<file path="src/rtl/ram_arb_pkg.sv">
// Shared types and constants for the two-port RAM arbiter: FSM state encoding,
// requester ids and default RAM geometry.
package ram_arb_pkg;

    typedef enum logic [1:0] {
        IDLE  = 2'd0,
        ISSUE = 2'd1,
        RESP  = 2'd2,
        DONE  = 2'd3
    } state_t;

    localparam logic PORT_A = 1'b0;
    localparam logic PORT_B = 1'b1;

    localparam int DATA_W_DEF = 8;
    localparam int ADDR_W_DEF = 4;

endpackage

</file>
<file path="src/rtl/ram_arb_pick.sv">
// Combinational winner select between requesters A and B.
// RAM_ARB_FIXED_PRIO_EN: A always wins ties and no last-grant input exists.
module ram_arb_pick
    import ram_arb_pkg::*;
(
`ifndef RAM_ARB_FIXED_PRIO_EN
    input  logic last,
`endif
    input  logic a_req,
    input  logic b_req,
    output logic grant,
    output logic any
);

    always_comb begin
        any   = a_req | b_req;
        grant = PORT_A;
        if (a_req && b_req) begin
`ifdef RAM_ARB_FIXED_PRIO_EN
            grant = PORT_A;
`else
            // Tie goes to whichever port was not granted most recently.
            grant = (last == PORT_A) ? PORT_B : PORT_A;
`endif
        end else if (b_req) begin
            grant = PORT_B;
        end
    end

endmodule

</file>
<file path="src/rtl/ram_arbiter.sv">
// Two-port arbiter/sequencer for a synchronous RAM with registered read data.
// RAM_ARB_FIXED_PRIO_EN selects fixed A-first priority instead of round-robin.
module ram_arbiter
    import ram_arb_pkg::*;
#(
    parameter int DATA_W = DATA_W_DEF,
    parameter int ADDR_W = ADDR_W_DEF
) (
    input  logic              clock,
    input  logic              reset,
    input  logic              a_req,
    input  logic              a_wren,
    input  logic [ADDR_W-1:0] a_addr,
    input  logic [DATA_W-1:0] a_wdata,
    output logic              a_done,
    output logic [DATA_W-1:0] a_rdata,
    input  logic              b_req,
    input  logic              b_wren,
    input  logic [ADDR_W-1:0] b_addr,
    input  logic [DATA_W-1:0] b_wdata,
    output logic              b_done,
    output logic [DATA_W-1:0] b_rdata,
    output logic              busy,
    output logic              ram_en_n,
    output logic              ram_wren,
    output logic [ADDR_W-1:0] ram_wraddress,
    output logic [ADDR_W-1:0] ram_rdaddress,
    output logic [DATA_W-1:0] ram_data,
    input  logic [DATA_W-1:0] ram_q
);

    state_t state;
    logic   win_id;
    logic   win_wren;
    logic   pick_id;
    logic   pick_any;

`ifdef RAM_ARB_FIXED_PRIO_EN
    ram_arb_pick u_pick (
        .a_req (a_req),
        .b_req (b_req),
        .grant (pick_id),
        .any   (pick_any)
    );
`else
    logic last;

    ram_arb_pick u_pick (
        .last  (last),
        .a_req (a_req),
        .b_req (b_req),
        .grant (pick_id),
        .any   (pick_any)
    );
`endif

    always_ff @(posedge clock) begin
        if (reset) begin
            state         <= IDLE;
            win_id        <= PORT_A;
            win_wren      <= 1'b0;
            busy          <= 1'b0;
            ram_en_n      <= 1'b1;
            ram_wren      <= 1'b0;
            ram_wraddress <= '0;
            ram_rdaddress <= '0;
            ram_data      <= '0;
            a_done        <= 1'b0;
            b_done        <= 1'b0;
            a_rdata       <= '0;
            b_rdata       <= '0;
`ifndef RAM_ARB_FIXED_PRIO_EN
            last          <= PORT_B;
`endif
        end else begin
            case (state)
                IDLE: begin
                    if (pick_any) begin
                        state         <= ISSUE;
                        busy          <= 1'b1;
                        win_id        <= pick_id;
                        win_wren      <= pick_id ? b_wren : a_wren;
                        ram_en_n      <= 1'b0;
                        ram_wren      <= pick_id ? b_wren : a_wren;
                        ram_wraddress <= pick_id ? b_addr : a_addr;
                        ram_rdaddress <= pick_id ? b_addr : a_addr;
                        ram_data      <= pick_id ? b_wdata : a_wdata;
`ifndef RAM_ARB_FIXED_PRIO_EN
                        last          <= pick_id;
`endif
                    end
                end
                ISSUE: begin
                    state    <= RESP;
                    ram_en_n <= 1'b1;
                    ram_wren <= 1'b0;
                end
                RESP: begin
                    // ram_q carries the read word in this cycle only.
                    state  <= DONE;
                    a_done <= (win_id == PORT_A);
                    b_done <= (win_id == PORT_B);
                    if (!win_wren) begin
                        if (win_id == PORT_A) a_rdata <= ram_q;
                        else                  b_rdata <= ram_q;
                    end
                end
                DONE: begin
                    state  <= IDLE;
                    busy   <= 1'b0;
                    a_done <= 1'b0;
                    b_done <= 1'b0;
                end
                default: state <= IDLE;
            endcase
        end
    end

endmodule

</file>
<file path="config.mk">
export PLATFORM = sky130hd
export DESIGN_NAME = ram_arbiter
export DESIGN_NICKNAME = d
export VERILOG_FILES = /design/src/rtl/ram_arb_pkg.sv /design/src/rtl/ram_arb_pick.sv /design/src/rtl/ram_arbiter.sv
export SDC_FILE = /design/constraint.sdc
export NUM_CORES = 1
export LEC_CHECK = 0
export CORE_MARGIN = 2
export CORE_UTILIZATION = 30
export CTS_BUF_LIST = sky130_fd_sc_hd__clkbuf_4 sky130_fd_sc_hd__clkbuf_8
export DETAILED_ROUTE_END_ITERATION = 10
export GPL_ROUTABILITY_DRIVEN = 0
export PLACE_DENSITY_LB_ADDON = 0.25
export SYNTH_ARGS = -nofsm -noshare
export SYNTH_HDL_FRONTEND = slang
export SYNTH_SLANG_ARGS = --single-unit
</file>
<file path="constraint.sdc">
create_clock -name clock -period 4.4 [get_ports clock]
set_input_delay 1.1 -clock clock [delete_from_list [all_inputs] [get_ports clock]]
set_output_delay 1.1 -clock clock [all_outputs]
set_load 0.005 [all_outputs]
</file>
==> results.json <==
{
  "fin_crit_sh_pct": 61.47,
  "cts_tree": "yes",
  "via_count": 1437,
  "setup_violations": 0,
  "drtIter0Drc": 36,
  "post_drt_wl_per_cell_um": 12.77,
  "clockRootBuffer": "clkbuf_8",
  "die_h_um": 77.07,
  "fp.coreArea_um2": 5140,
  "slew_headroom_pct": 23.60,
  "final_cell_mix": "clkdlybuf4s50_1 (74), dfxtp_1 (38), nor2_1 (34)",
  "synthArstFlopShare_pct": 0,
  "crit_type": "input port to flip-flop",
  "cts_hold_buf": 0,
  "postCtsResizedCells": 0,
  "ant_nets": 0,
  "ys_ff_latch": 38,
  "grt_pass1_vias": 1396,
  "hp-class": "flip-flop to flip-flop",
  "finalWirelength_um": 3985,
  "yosysWarnings": 0,
  "dp_slack_ps": 1398,
  "h-tree-depth": 2,
  "p_leak_nw": 0.9826,
  "ys_seq_area_share_pct": 47.50,
  "start_util_pct": 31.16,
  "area_growth_pct": 52.66,
  "drc": 0,
  "nNetsFinal": 284,
  "hold_viol": 0,
  "slew_viol_final": 0,
  "grt_usage_pct": 13.86,
  "clk_pin_slew_ps": 70,
  "mostFrequentLayoutCell": "clkdlybuf4s50_1",
  "powerDensity_nw_per_um2": 512.8,
  "fin_crit_ps": 2705,
  "max_freq_ghz": 0.3697,
  "clkSinkCount": 38,
  "first_pass_iters": 4,
  "cts_setup_buffers": 0,
  "port_buffers": 74,
  "status": "completed",
  "timing.max_cap.violations": 0,
  "numCtsBuffers": 5,
  "io_pins": 75,
  "clk_latency_ps": 290,
  "drive_gt1_share_pct": 4.959,
  "critPathLaunchType": "input port",
  "antenna_found_initial": 0,
  "clockBufferDepth": 2,
  "irDropWorstVdd_mv": 0.2751,
  "grt.overflow.total": 0,
  "rsz0062_at_grt": "false",
  "synthCells": 175,
  "tightest_slew_ps": 1138,
  "synth_area_um2": 1602,
  "fin_setup_tns_ps": 0,
  "grt_max_degree": 22,
  "end_kind": "flip-flop",
  "ys_types": 29,
  "diodes": 0,
  "worst-path-max-fanout": 15,
  "cp.required_ps": 4600,
  "avgViaCountPerCell": 4.606,
  "synth_flop_cell": "dfxtp_1",
  "worstPathArrival_ps": 2900,
  "syn_avg_cell_area_um2": 9.152,
  "die_w_um": 77.07,
  "dieArea_um2": 5939,
  "hpwlAfterDp_um": 2816,
  "row_count": 26,
  "synth_fp_nets": 218,
  "finClkSkew_ps": 6.218,
  "grt_pass1_wl_um": 6541,
  "setup_slack_ps": 1695,
  "synth_edf_count": 0
}
kinds of logic after synthesis:
group | Yosys count | synth area share, %
AOI/OAI and AO/OA | 39 | 16.41
adders and majority gates | 5 | 3.906
muxes | 18 | 11.25
DFF | 38 | 47.50
and+or+nand+nor | 55 | 14.22
buffers and inverters | 20 | 6.719
through the flow:
step                instance area [um2]  power [mW]  util [%]  hold slack, ps  std cells
global route                       2445       1.347     47.57           521.5        312
CTS                                2445       1.272     47.57           502.4        312
finish                             2445       1.254     47.57           498.5        312
global placement                   2350       1.008     45.72           476.5        304
detailed placement                 2350       1.014     45.72           484.4        304
floorplan                          1602      0.7889         -           457.8        175
registers in the layout, summed over array words and instances (netlist names):
signal	flops
last	1
b_done	1
b_rdata	8
ram_wren	1
win_id	1
win_wren	1
ram_data	8
busy	1
ram_en_n	1
a_rdata	8
ram_rdaddress	4
state	2
a_done	1
path summary, 6_finish.rpt:
path,slack [ps],start,endpoint,depth (start not counted)
setup / recovery,1700,a_req,ram_data[2]$_SDFFE_PP0P_,4
hold / removal,500,b_rdata[2]$_SDFFE_PP0P_,b_rdata[2]$_SDFFE_PP0P_,2
setup reg to reg,2510,state[0]$_SDFFE_PP0P_,a_rdata[3]$_SDFFE_PP0P_,5
hold reg to reg,500,b_rdata[2]$_SDFFE_PP0P_,b_rdata[2]$_SDFFE_PP0P_,2
area by class of cell:
cell class	instances	area [um2]
timing repair buffer	75	748.2
fill	527	2695
clock inverter	1	5.005
tap	70	87.58
clock buffer	7	90.09
multi-input combinational	117	738.2
inverter	4	15.01
sequential	38	760.7
critical path, cell delays in order:
cell and delay, ps:
clkdlybuf4s50_1 520, o21ai_1 930, a21oi_1 80, a211oi_1 270
cells in the mapped netlist (2+ instances only):
cell | instances | area, um2
nand3_1 | 2 | 10.01
inv_1 | 4 | 15.01
a211oi_1 | 14 | 105.1
dfxtp_1 | 38 | 760.7
nor2_1 | 34 | 127.6
buf_4 | 7 | 52.55
mux2i_1 | 18 | 180.2
o21ai_0 | 3 | 15.01
buf_1 | 2 | 7.510
ha_1 | 5 | 62.56
buf_2 | 5 | 25.02
nand2_1 | 13 | 48.80
a21oi_1 | 13 | 65.06
clkbuf_1 | 2 | 7.510
metal layers:
metal | vias to the layer above | share of wire, % | wire length [um] | global-route usage (%)
met5 | - | 0 | 0 | 0
met4 | 0 | 1.9 | 75 | 5.893
met3 | 6 | 4.9 | 195 | 4.706
met2 | 33 | 49 | 1960 | 22.89
met1 | 670 | 44 | 1753 | 16.40
li1 | 728 | - | - | -
report_power, final:
group	leakage, nW	internal, mW	switching (mW)	total, mW
logic	0.619	0.286	0.228	0.514
clock network	0.0517	0.133	0.121	0.253
registers	0.311	0.431	0.0550	0.486
Power figures use the tool's default switching activity.
